File: src/rtl/conv_result_writeback_if.sv
// Output-buffer write port of conv_result_writeback: ready-gated write of one
// requantized element per accepted cycle.
interface conv_result_writeback_if #(
  parameter int unsigned ADDR_W = 16,
  parameter int unsigned OUT_W  = 16
) ();
  logic              wr_en;
  logic [ADDR_W-1:0] wr_addr;
  logic [OUT_W-1:0]  wr_data;
  logic              wr_ready;

  modport master (output wr_en, output wr_addr, output wr_data, input  wr_ready);
  modport slave  (input  wr_en, input  wr_addr, input  wr_data, output wr_ready);
endinterface

File: src/rtl/conv_result_writeback.sv
// Result-tile writeback: counts the accumulator tile stream, masks padding, requantizes
// and writes kept elements through a small FIFO. Optional ReLU: define CONV_WB_RELU_EN.
module conv_result_writeback #(
  parameter int unsigned S2P_SIZE   = 8,
  parameter int unsigned RESULT_W   = 32,
  parameter int unsigned OUT_W      = 16,
  parameter int unsigned ADDR_W     = 16,
  parameter int unsigned CNT_W      = 12,
  parameter int unsigned FIFO_DEPTH = 8
) (
  input  logic                       clk,
  input  logic                       rstn,
  input  logic                       i_start,
  input  logic signed [RESULT_W-1:0] i_result,
  input  logic [2:0]                 i_result_valid,
  input  logic [CNT_W-1:0]           cfg_t_num,
  input  logic [CNT_W-1:0]           cfg_w_num,
  input  logic [CNT_W-1:0]           cfg_out_pixels,
  input  logic [CNT_W-1:0]           cfg_kernel_nums,
  input  logic [4:0]                 cfg_shift,
  conv_result_writeback_if.master    wr,
  output logic                       o_busy,
  output logic                       o_done,
  output logic                       o_overflow
);
  localparam int unsigned TILE_ELEMS = S2P_SIZE * S2P_SIZE;
  localparam int unsigned EW  = (TILE_ELEMS > 1) ? $clog2(TILE_ELEMS) : 1;
  localparam int unsigned PW  = (FIFO_DEPTH > 1) ? $clog2(FIFO_DEPTH) : 1;
  localparam int unsigned FCW = PW + 1;
  localparam int unsigned MW  = 2 * CNT_W + 8;
  localparam logic signed [RESULT_W-1:0] SAT_MAX = {{(RESULT_W-OUT_W+1){1'b0}}, {(OUT_W-1){1'b1}}};
  localparam logic signed [RESULT_W-1:0] SAT_MIN = {{(RESULT_W-OUT_W+1){1'b1}}, {(OUT_W-1){1'b0}}};

  typedef enum logic [1:0] {IDLE, RUN, DRAIN, DONE} state_t;
  typedef struct packed {
    logic [ADDR_W-1:0] addr;
    logic [OUT_W-1:0]  data;
  } wb_entry_t;

  state_t          state_q, state_d;
  logic            busy_d, done_d;
  logic [EW-1:0]   elem_cnt;
  logic [CNT_W-1:0] t_tile, w_tile;
  logic            s1_valid;
  wb_entry_t       s1_entry;
  wb_entry_t       mem [FIFO_DEPTH];
  logic [PW-1:0]   wr_ptr, rd_ptr;
  logic [FCW-1:0]  fifo_cnt, cnt_d;
  logic            nempty;

  logic unused_tile_start;
  assign unused_tile_start = i_result_valid[2];

  // Tile position of the element currently presented
  logic count_c, elem_last_c, t_last_c, w_last_c, final_c, keep_c;
  logic [MW-1:0] row_c, col_c, pix_c, ch_c;
  logic [ADDR_W-1:0] addr_c;

  assign count_c     = (state_q == RUN) && i_result_valid[1] && !i_start;
  assign elem_last_c = (elem_cnt == EW'(TILE_ELEMS - 1));
  assign t_last_c    = (t_tile == cfg_t_num - CNT_W'(1));
  assign w_last_c    = (w_tile == cfg_w_num - CNT_W'(1));
  assign final_c     = count_c && elem_last_c && t_last_c && w_last_c;

  assign row_c  = MW'(elem_cnt) % MW'(S2P_SIZE);
  assign col_c  = MW'(elem_cnt) / MW'(S2P_SIZE);
  assign pix_c  = MW'(t_tile) * MW'(S2P_SIZE) + row_c;
  assign ch_c   = MW'(w_tile) * MW'(S2P_SIZE) + col_c;
  assign keep_c = count_c && i_result_valid[0] &&
                  (pix_c < MW'(cfg_out_pixels)) && (ch_c < MW'(cfg_kernel_nums));
  assign addr_c = ADDR_W'(ch_c * MW'(cfg_out_pixels) + pix_c);

  // Requantization: arithmetic shift, optional ReLU, saturate to OUT_W
  logic signed [RESULT_W-1:0] shifted_c, relu_c;
  logic [OUT_W-1:0] sat_c;

  assign shifted_c = i_result >>> cfg_shift;
`ifdef CONV_WB_RELU_EN
  assign relu_c = shifted_c[RESULT_W-1] ? '0 : shifted_c;
`else
  assign relu_c = shifted_c;
`endif

  always_comb begin
    sat_c = relu_c[OUT_W-1:0];
    if (relu_c > SAT_MAX)      sat_c = SAT_MAX[OUT_W-1:0];
    else if (relu_c < SAT_MIN) sat_c = SAT_MIN[OUT_W-1:0];
  end

  always_ff @(posedge clk or negedge rstn) begin
    if (!rstn) begin
      elem_cnt <= '0;
      t_tile   <= '0;
      w_tile   <= '0;
    end else if (i_start) begin
      elem_cnt <= '0;
      t_tile   <= '0;
      w_tile   <= '0;
    end else if (count_c) begin
      if (elem_last_c) begin
        elem_cnt <= '0;
        if (t_last_c) begin
          t_tile <= '0;
          w_tile <= w_tile + CNT_W'(1);
        end else begin
          t_tile <= t_tile + CNT_W'(1);
        end
      end else begin
        elem_cnt <= elem_cnt + EW'(1);
      end
    end
  end

  // Single register stage between the stream and the FIFO push
  always_ff @(posedge clk or negedge rstn) begin
    if (!rstn) begin
      s1_valid <= 1'b0;
      s1_entry <= '0;
    end else begin
      s1_valid <= keep_c;
      if (keep_c) s1_entry <= '{addr: addr_c, data: sat_c};
    end
  end

  // Write FIFO; a push into a full FIFO is only accepted when the head pops
  logic pop_c, full_c, push_ok_c;
  assign pop_c     = nempty && wr.wr_ready && !i_start;
  assign full_c    = (fifo_cnt == FCW'(FIFO_DEPTH));
  assign push_ok_c = s1_valid && !i_start && (!full_c || pop_c);
  assign cnt_d     = fifo_cnt + FCW'(push_ok_c) - FCW'(pop_c);

  always_ff @(posedge clk or negedge rstn) begin
    if (!rstn) begin
      wr_ptr     <= '0;
      rd_ptr     <= '0;
      fifo_cnt   <= '0;
      nempty     <= 1'b0;
      o_overflow <= 1'b0;
    end else if (i_start) begin
      wr_ptr     <= '0;
      rd_ptr     <= '0;
      fifo_cnt   <= '0;
      nempty     <= 1'b0;
      o_overflow <= 1'b0;
    end else begin
      if (push_ok_c) wr_ptr <= wr_ptr + PW'(1);
      if (pop_c)     rd_ptr <= rd_ptr + PW'(1);
      fifo_cnt <= cnt_d;
      nempty   <= (cnt_d != '0);
      if (s1_valid && full_c && !pop_c) o_overflow <= 1'b1;
    end
  end

  always_ff @(posedge clk) begin
    if (push_ok_c) mem[wr_ptr] <= s1_entry;
  end

  assign wr.wr_en   = nempty;
  assign wr.wr_addr = mem[rd_ptr].addr;
  assign wr.wr_data = mem[rd_ptr].data;

  always_ff @(posedge clk or negedge rstn) begin
    if (!rstn) begin
      state_q <= IDLE;
      o_busy  <= 1'b0;
      o_done  <= 1'b0;
    end else begin
      state_q <= state_d;
      o_busy  <= busy_d;
      o_done  <= done_d;
    end
  end

  // Next state; DRAIN waits for both the pipeline register and the FIFO to empty
  always_comb begin
    state_d = state_q;
    busy_d  = 1'b0;
    done_d  = 1'b0;
    if (i_start) begin
      state_d = RUN;
    end else begin
      case (state_q)
        RUN:     if (final_c) state_d = DRAIN;
        DRAIN:   if (!nempty && !s1_valid) state_d = DONE;
        default: state_d = state_q;
      endcase
    end
    busy_d = (state_d == RUN) || (state_d == DRAIN);
    done_d = (state_d == DONE);
  end
endmodule

File: src/flat_wrapper.sv
// flat-port wrapper written by rule: the top's interface ports become plain ports
module conv_result_writeback_flat 
#(
  parameter int unsigned S2P_SIZE   = 8,
  parameter int unsigned RESULT_W   = 32,
  parameter int unsigned OUT_W      = 16,
  parameter int unsigned ADDR_W     = 16,
  parameter int unsigned CNT_W      = 12,
  parameter int unsigned FIFO_DEPTH = 8
)
  (clk, rstn, i_start, i_result, i_result_valid, cfg_t_num, cfg_w_num, cfg_out_pixels, cfg_kernel_nums, cfg_shift, o_busy, o_done, o_overflow, wr_wr_en, wr_wr_addr, wr_wr_data, wr_wr_ready);
  conv_result_writeback_if #(.ADDR_W(ADDR_W), .OUT_W(OUT_W)) wr_i ();
  input  logic clk;
  input  logic rstn;
  input  logic i_start;
  input  logic signed [RESULT_W-1:0] i_result;
  input  logic [2:0] i_result_valid;
  input  logic [CNT_W-1:0] cfg_t_num;
  input  logic [CNT_W-1:0] cfg_w_num;
  input  logic [CNT_W-1:0] cfg_out_pixels;
  input  logic [CNT_W-1:0] cfg_kernel_nums;
  input  logic [4:0] cfg_shift;
  output logic o_busy;
  output logic o_done;
  output logic o_overflow;
  output wire logic [$bits(wr_i.wr_en)-1:0] wr_wr_en;
  output wire logic [$bits(wr_i.wr_addr)-1:0] wr_wr_addr;
  output wire logic [$bits(wr_i.wr_data)-1:0] wr_wr_data;
  input wire logic [$bits(wr_i.wr_ready)-1:0] wr_wr_ready;
  assign wr_wr_en = wr_i.wr_en;
  assign wr_wr_addr = wr_i.wr_addr;
  assign wr_wr_data = wr_i.wr_data;
  assign wr_i.wr_ready = wr_wr_ready;
  conv_result_writeback #(.S2P_SIZE(S2P_SIZE), .RESULT_W(RESULT_W), .OUT_W(OUT_W), .ADDR_W(ADDR_W), .CNT_W(CNT_W), .FIFO_DEPTH(FIFO_DEPTH)) u_core (.clk(clk), .rstn(rstn), .i_start(i_start), .i_result(i_result), .i_result_valid(i_result_valid), .cfg_t_num(cfg_t_num), .cfg_w_num(cfg_w_num), .cfg_out_pixels(cfg_out_pixels), .cfg_kernel_nums(cfg_kernel_nums), .cfg_shift(cfg_shift), .wr(wr_i), .o_busy(o_busy), .o_done(o_done), .o_overflow(o_overflow));
endmodule
File: config.mk
export PLATFORM = sky130hd
export DESIGN_NAME = conv_result_writeback_flat
export DESIGN_NICKNAME = d
export VERILOG_FILES = /design/src/rtl/conv_result_writeback_if.sv /design/src/rtl/conv_result_writeback.sv /design/src/flat_wrapper.sv
export SDC_FILE = /design/constraint.sdc
export NUM_CORES = 1
export LEC_CHECK = 0
export ABC_CLOCK_PERIOD_IN_PS = 6400
export BUFFER_PORTS_ARGS = -buffer_cell sky130_fd_sc_hd__buf_4
export CELL_PAD_IN_SITES_DETAIL_PLACEMENT = 1
export CELL_PAD_IN_SITES_GLOBAL_PLACEMENT = 1
export CORE_UTILIZATION = 50
export DETAILED_ROUTE_END_ITERATION = 8
export GPL_ROUTABILITY_DRIVEN = 0
export PLACE_DENSITY = 0.91
export SLEW_MARGIN = 20
export SYNTH_ARGS = -nofsm -noshare
export SYNTH_HDL_FRONTEND = slang
export SYNTH_SLANG_ARGS = --single-unit
File: constraint.sdc
create_clock -name clk -period 6.4 [get_ports clk]
set_input_delay 0.64 -clock clk [delete_from_list [all_inputs] [get_ports clk]]
set_output_delay 0.64 -clock clk [all_outputs]
set_load 0.03 [all_outputs]
Word-level counts from Yosys, hierarchy flattened
Memory sizes are Yosys's and may differ from the RTL's.
Index checks and enable logic that the tools add are counted.
- flip-flop bits (word level): 79
- memory bits (writable): 256
- input bits: 92
- word-level logic and storage cells: 100
- memories kept: 1
- memory list (name ; depth ; width ; rd ports ; clocked after Yosys merged registers in ; write ports ; line ; source):
    u_core.mem ; 8 ; 32 ; 1 ; 0 ; 1 ; conv_result_writeback.sv:46 ; wb_entry_t mem [FIFO_DEPTH];
- add/subtract/negate cells: 12
- $mul: 1
- order comparisons: 4
- equal/unequal tests: 9
- shifts and indexed selects: 1
- mux-type cells: 27
- reduce and logical (&&, ||, !) cells: 31
- operators by type and width (operator ; count):
    $mux 12 ; 8
    $lt 32x12->1 ; 2
    $add 15x3->16 ; 2
    $gt 32x16->1 const B ; 1
    $lt 32x16->1 const B ; 1
    $mul 32x12->16 ; 1
    $mux 16 ; 2
    $sshr 32x5->32 ; 1
    $add 12x1->12 const B ; 2
    $eq 12x12->1 ; 2
    $sub 12x1->12 const B ; 2
    $mux 6 ; 3
    $add 16x16->16 ; 1
    $logic_and 1x1->1 ; 15
    $mux 3 ; 4
    $reduce_bool 2->1 ; 6
    $add 3x1->3 const B ; 2
    $add 6x1->6 const B ; 1
    $eq 2x2->1 const B ; 3
    $eq 6x6->1 const B ; 1
    $mux 2 ; 3
    $logic_not 1->1 ; 5
    $mux 1 ; 5
    $add 4x1->4 ; 1
    other kinds (9) ; 11

Longest topological paths before layout
Gate-level depths: netlist (run 1).
- depth in word-level cells: 11
- gate-level depth with buffers: 20

Worst setup path after synthesis (run 1)
OpenSTA, ideal clock, no wires.
- path type: input -> register
- start point: in cfg_out_pixels[2]
- end point: reg u_core.s1_entry[31] (netlist bit)
- setup time: 0.138 ns
- arrival: 4.885 ns
- path slack: 1.377 ns
- cell stages on the path: 20
- path buffers: 1
- path through: clkbuf_1 inv_1 nor2_1 fa_1 inv_1 fa_1 inv_1 fa_1 inv_1 fa_1 fa_1 inv_1 ha_1 inv_1 a21oi_1 o41a_1 a41oi_1 a21oi_1 xnor2_1 o21ai_0
- longest elaborated chain between the ends: 3
- ends and longest elaborated chain (what ; line ; source):
    start, declared ; flat_wrapper.sv:20 ; input logic [CNT_W-1:0] cfg_out_pixels;
    branches (longest 3 deep; another with $mul 32x12->16) ; n/a ;
    end signal, assigned ; conv_result_writeback.sv:121 ; if (keep_c) s1_entry <= '{addr: addr_c, data: sat_c};
    end, declared ; conv_result_writeback.sv:45 ; wb_entry_t s1_entry;
Several ways; the timed one is not identified.
A chain may end at the register's enable or synchronous reset.

Worst setup path in the final report (run 1)
- start point: reg u_core.w_tile[0]
- end point: reg u_core.s1_entry[31] (netlist bit)
- longest elaborated chain between the ends: 3
- ends and longest elaborated chain (what ; line ; source):
    start, declared ; conv_result_writeback.sv:43 ; logic [CNT_W-1:0] t_tile, w_tile;
    start signal, assigned ; conv_result_writeback.sv:104 ; w_tile <= w_tile + CNT_W'(1);
    $add 15x3->16 * ; conv_result_writeback.sv:68 ; assign ch_c = MW'(w_tile) * MW'(S2P_SIZE) + col_c;
    $mul 32x12->16 or $lt 32x12->1 (tied branches) ; conv_result_writeback.sv:71, conv_result_writeback.sv:70 ;
    $add 16x16->16 or $logic_and 1x1->1 (tied branches) ; conv_result_writeback.sv:71, conv_result_writeback.sv:70 ;
Every way passes the cells marked *; elsewhere a longest branch is shown, timed or not.

==> results_dict.tcl, run 1 <==
set metrics [dict create \
    finalMaxSlewViolations 0 \
    p_leak_nw 9.23 \
    synth.avg_cell_area_sq_um 12.4 \
    io_pins 128 \
    finalClockSkew_ns 0.0258 \
    fin_nets 2016 \
    area_growth_pct 13.0 \
    power_density_nw_per_um2 236 \
    rsz0062_at_grt "false" \
    initial_core_util 0.511 \
    multi_input_area_sq_um 9770 \
    grt_pass1_vias 15400 \
    fmax_ghz 0.177 \
    viasPerCell 6.07 \
    arrival_ns 6.02 \
    startpoint_type "flop" \
    design.core.area_sq_um 40000 \
    yosys_warnings 0 \
    clk_pin_slew_ns 0.06 \
    required_ns 6.78 \
    regArea_sq_um 9670 \
    clk_latency_ns 0.54 \
    drt.antenna.violating_nets 0 \
    cts.repair.resized 0 \
    finalHoldViolations 0 \
    synth_top_cell_by_area "edfxtp_1" \
    switchingPower_mw 1.52 \
    cts-root-buf "clkbuf_16" \
    die_x_um 204 \
    power_frac_comb 0.179 \
    die_area_sq_um 41700 \
    critical_path_class "reg2reg" \
    clkPwrFrac 0.356 \
    finalSetupTns_ns 0 \
    yosys.area.top_type_share 0.376 \
    grt_max_degree 79 \
    peakVddDrop_mv 0.178 \
    synth_top_family_by_area "adder cells" \
    swShare 0.278 \
    hold_slack_ns 0.418 \
    worstSetupEndpointType "flop" \
    syn-num-nets 1911 \
    synth_compound_area_frac 0.0626 \
    synth.area.mux_share 0.133 \
    first_pass_iters 5 \
    clkSinkCount 335 \
    dp_cells 2240 \
    cts_buffers 35 \
    maxSlewHeadroom 0.350 \
    yosys.cell_types.count 73 \
    hp-class "in2async" \
    pwr-share-seq 0.465 \
    hold_buffers 1 \
    period_share 0.881 \
    ys.flop_type "edfxtp_1" \
    ys_top_cells_by_area "edfxtp_1 (38%), dfrtp_1 (9.7%), fa_1 (9.1%)" \
    portBuffers 126 \
    antenna_found_initial 0 \
    synth-seq-cells 335 \
    postSynthCellCount 1650 \
    synthSimpleGateAreaFrac 0.105 \
    hpwl_mm 38.5 \
    synth-adder-area-share 0.138 \
    synth_edf_count 256 \
    finalCriticalPeriod_ns 5.64 \
    overflow 0 \
    synth_most_common_cell "edfxtp_1" \
    fillerInstances 4065 \
    htree_levels 2 \
    drc_errors 0 \
    wl_per_cell_um 24.6 \
    routed_wl_mm 56.8 \
    cts_tree "built" \
    outcome "finished, final reports clean" \
    cap_violations 0 \
    final_cells 2305 \
    tightest_slew_ns 0.967 \
    path_max_fanout 17 \
    globalRouteTotalUtil 0.279 \
    async_flop_share 0.236 \
    p_int_mw 3.94 \
    drt_iter0_markers 1168 \
    grt_pass1_wl_mm 88.1 \
    synth_common_cells "edfxtp_1 (256), inv_1 (198), nand2_1 (148)" \
    core.rowCount 73 \
    synth-seq-area-share 0.473 \
    synthXorXnorAreaFrac 0.0364 \
    layout-drive-gt1-share 0.197 \
    post_cts_buffers 0 \
    netlist_area_sq_um 20400 \
    cts_buffer_depth 3 \
    finalSetupViolCount 0 \
    die_h_um 204 \
    vias 14000 \
    diodes 0 \
]
[cell usage in the layout (no fill, tap or decap), types with 5 or more instances in the layout]
master,instances
o31ai_1,5
a21oi_1,56
o21ai_0,18
nand3_1,25
xnor2_1,62
nor2b_1,11
clkbuf_16,35
o31ai_2,10
o21ai_1,14
buf_4,138
o2111ai_1,5
nand2b_1,14
a211oi_1,14
mux2_2,49
clkinv_1,5
and3_1,6
nand4_1,10
inv_1,198
nand2_1,148
dfrtp_1,77
a31oi_1,6
nor3_1,20
mux4_2,78
mux2i_1,28
a31o_2,5
fa_1,93
or3_1,6
nor2_4,6
xor2_1,23
ha_1,76
and2_1,80
nor2_1,78
edfxtp_1,256
o211ai_1,9
a21o_1,9
clkbuf_1,11
nor4_1,13
[layout make-up]
cell class | count | share of cell area
multi-input combinational | 1040 | 0.423
sequential | 335 | 0.419
timing repair buffer | 144 | 0.0506
clock buffer | 47 | 0.0403
inverter | 199 | 0.0324
tap | 525 | 0.0285
clock inverter | 15 | 0.00623
[metal layers]
| metal | up-vias | track usage | routed length (um) |
|---|---|---|---|
| li1 | 6028 | - | - |
| met1 | 7269 | 0.345 | 22100 |
| met2 | 552 | 0.499 | 29600 |
| met3 | 146 | 0.0338 | 3150 |
| met4 | 0 | 0.105 | 2030 |
| met5 | - | 0 | 0 |
[critical path, stage by stage, from the launching register on]
cell and delay, ns:
dfrtp_1 0.68, and2_1 0.32, fa_1 0.55, inv_1 0.06, fa_1 0.51, inv_1 0.05, ha_1 0.29, ha_1 0.29
inv_1 0.06, fa_1 0.55, inv_1 0.06, ha_1 0.35, nor2b_1 0.16, o21ai_0 0.31, a21oi_1 0.18, o41a_1 0.37
a41oi_1 0.30, a21oi_1 0.13, xnor2_1 0.17, o21ai_0 0.10
[through the flow]
stage | power [mW] | area (sq um) | setup slack (ns) | util
CTS | 5.46 | 23000 | 0.812 | 0.576
floorplan | 3.18 | 20400 | 1.38 | -
global route | 5.60 | 23100 | 0.514 | 0.577
finish | 5.45 | 23100 | 0.762 | 0.577
detailed placement | 3.52 | 21900 | 0.827 | 0.549
global placement | 3.46 | 21900 | 1.05 | 0.547
[power by group through the flow]
stage	Sequential (mW)	Clock [mW]	Combinational, mW
after floorplan	2.50	0	0.672
after global placement	2.56	0	0.902
after detailed placement	2.57	0	0.944
after CTS	2.53	1.95	0.974
after global routing	2.54	2.02	1.04
final	2.54	1.94	0.976
[state kept, by name, indices dropped and copies added (netlist names)]
signal / flops
u_core.fifo_cnt: 4
u_core.wr_ptr: 3
u_core.wr.wr_en: 1
u_core.state_q: 2
u_core.mem: 256
u_core.o_done: 1
u_core.t_tile: 12
u_core.w_tile: 12
u_core.s1_valid: 1
u_core.elem_cnt: 6
u_core.s1_entry: 32
u_core.o_busy: 1
u_core.o_overflow: 1
u_core.rd_ptr: 3
[logic make-up after synthesis]
group	Yosys count
xor+xnor	85
simple gates	439
mux	161
buf+inv	275
flops	335
fa+ha+maj	169
compound gates	186
[path summary, 6_finish.rpt]
path | startpoint | endpoint | slack (ns) | depth (start not counted)
worst min register to register | u_core.rd_ptr[2] | u_core.rd_ptr[2] | 0.59 | 2
worst max-delay path | u_core.w_tile[0] | u_core.s1_entry[31] | 0.76 | 19
max in group asynchronous | rstn | u_core.rd_ptr[0] | 4.95 | 3
min in group clk | wr_wr_ready | u_core.rd_ptr[1] | 0.43 | 3
worst min-delay path | rstn | u_core.t_tile[11] | 0.42 | 2
worst max register to register | u_core.w_tile[0] | u_core.s1_entry[31] | 0.76 | 19
Power figures use the tool's default switching activity.
==> run 2: changes to the inputs <==
CTS_BUF_LIST = sky130_fd_sc_hd__clkbuf_8   (was not set)
==> results_dict.tcl, run 2 (synthesized netlist as in run 1, its figures left out) <==
set metrics [dict create \
    post_cts_buffers 0 \
    reg2reg_to "u_core.s1_entry[30]" \
    path_max_fanout 17 \
    largest_register "u_core.mem" \
    design_area_sq_um 23000 \
    htree_levels 2 \
    drt_iter0_markers 1082 \
    cts_buffers 52 \
    vias 14000 \
    worstSetupEndpointType "flop" \
    reg2reg_slack_ns 0.69 \
    period_share 0.892 \
    grt_pass1_wl_mm 88.4 \
    final_common_cell "edfxtp_1" \
    required_ns 6.82 \
    cts_buffer_depth 3 \
    finalHoldViolations 0 \
    area_growth_pct 12.5 \
    switchingPower_mw 1.56 \
    layout-drive-gt1-share 0.204 \
    overflow 0 \
    critical_path_class "reg2reg" \
    finalMaxSlewViolations 0 \
    globalRouteTotalUtil 0.280 \
    core.rowCount 73 \
    clk_latency_ns 0.63 \
    cts-root-buf "clkbuf_8" \
    peakVddDrop_mv 0.147 \
    power_frac_comb 0.186 \
    die_area_sq_um 41700 \
    finalSetupTns_ns 0 \
    p_int_mw 3.68 \
    die_x_um 204 \
    hpwl_mm 38.5 \
    rsz0062_at_grt "false" \
    portBuffers 126 \
    clkPwrFrac 0.331 \
    arrival_ns 6.13 \
    cts_tree "built" \
    pwr-share-seq 0.484 \
    first_pass_iters 5 \
    io_pins 128 \
    outcome "finished, final reports clean" \
    wl_per_cell_um 24.7 \
    drt.antenna.violating_nets 0 \
    maxSlewHeadroom 0.129 \
    fmax_ghz 0.175 \
    drc_errors 0 \
    swShare 0.298 \
    viasPerCell 5.98 \
    finalSetupViolCount 0 \
    grt_max_degree 79 \
    finalClockSkew_ns 0.0344 \
    final_cell_mix "edfxtp_1 (256), inv_1 (216), nand2_1 (148), buf_4 (138), fa_1 (93)" \
    reg_top3 "u_core.mem x256, u_core.s1_entry x32" \
    p_leak_nw 9.29 \
    grt_pass1_vias 15500 \
    antenna_found_initial 0 \
    startpoint_type "flop" \
    hp-class "in2async" \
    power_density_nw_per_um2 228 \
    die_h_um 204 \
    routed_wl_mm 57.8 \
    clk_pin_slew_ns 0.06 \
    tightest_slew_ns 1.29 \
    largest_register_ff_count 256 \
    fin_nets 2033 \
    finalCriticalPeriod_ns 5.71 \
    rr_worst_depth 19 \
    cap_violations 0 \
    r2r_start "u_core.w_tile[0]" \
    clkSinkCount 335 \
    initial_core_util 0.511 \
    place_area_sq_um 21900 \
    design.core.area_sq_um 40000 \
]
-- run 2: final cells by class --
class                   instances  area, sq um
diodes                          1         2.50
multi-input cells            1040         9770
clock buffers                  53          729
repair buffers                144         1170
fillers                      4078        17000
well taps                     525          657
inverters                     199          747
clock inverters                45          244
flip-flops and latches        335         9670
-- run 2: power by group through the flow --
stage	clock [mW]	combinational (mW)	sequential (mW)
CTS	1.73	0.974	2.53
finish	1.73	0.974	2.54
floorplan	0	0.672	2.50
detailed placement	0	0.944	2.57
global placement	0	0.902	2.56
global route	1.83	1.04	2.55
-- run 2: worst max-delay path by stage --
stage / cells after the start / start / slack [ns] / to
global route: 19 / u_core.w_tile[0] / 0.47 / u_core.s1_entry[30]
floorplan: 20 / cfg_out_pixels[2] / 1.38 / u_core.s1_entry[31]
detailed placement: 20 / cfg_out_pixels[2] / 0.83 / u_core.s1_entry[31]
CTS: 19 / u_core.w_tile[0] / 0.83 / u_core.s1_entry[30]
finish: 19 / u_core.w_tile[0] / 0.69 / u_core.s1_entry[30]
global placement: 20 / cfg_out_pixels[2] / 1.05 / u_core.s1_entry[31]
-- run 2: repair_timing --
action | CTS | global route
hold buffers | 1 | 0
resized for setup | 0 | 0
hold endpoints to repair | 1 | 0
-- run 2: routing by layer --
layer | routed length (um) | up-vias | global-route usage
met5 | 0 | - | 0
met4 | 1790 | 0 | 0.105
met3 | 3060 | 125 | 0.0397
met2 | 29800 | 505 | 0.498
met1 | 23100 | 7297 | 0.343
li1 | - | 6080 | -
-- run 2: per-stage QoR --
step           hold WS, ns   util  cells  power, mW  worst slack [ns]
2_1_floorplan        0.344      -   1650       3.18              1.38
3_3_place_gp         0.429  0.547   2238       3.46              1.05
3_5_place_dp         0.428  0.549   2240       3.52             0.827
4_1_cts              0.343  0.573   2339       5.24             0.833
5_1_grt              0.371  0.575   2341       5.41             0.470
6_report             0.356  0.575   2342       5.25             0.690
-- run 2: critical path, cell delays in order, from the launching register on --
cell and delay [ns]:
dfrtp_1 0.70, and2_1 0.36, fa_1 0.52, inv_1 0.06, fa_1 0.50, inv_1 0.06, ha_1 0.29, ha_1 0.27
inv_1 0.06, fa_1 0.64, inv_1 0.07, ha_1 0.29, a21o_1 0.18, a21o_1 0.21, a21oi_1 0.27, o21ai_0 0.25
a41oi_1 0.38, a21oi_1 0.13, xnor2_1 0.17, o21ai_0 0.12
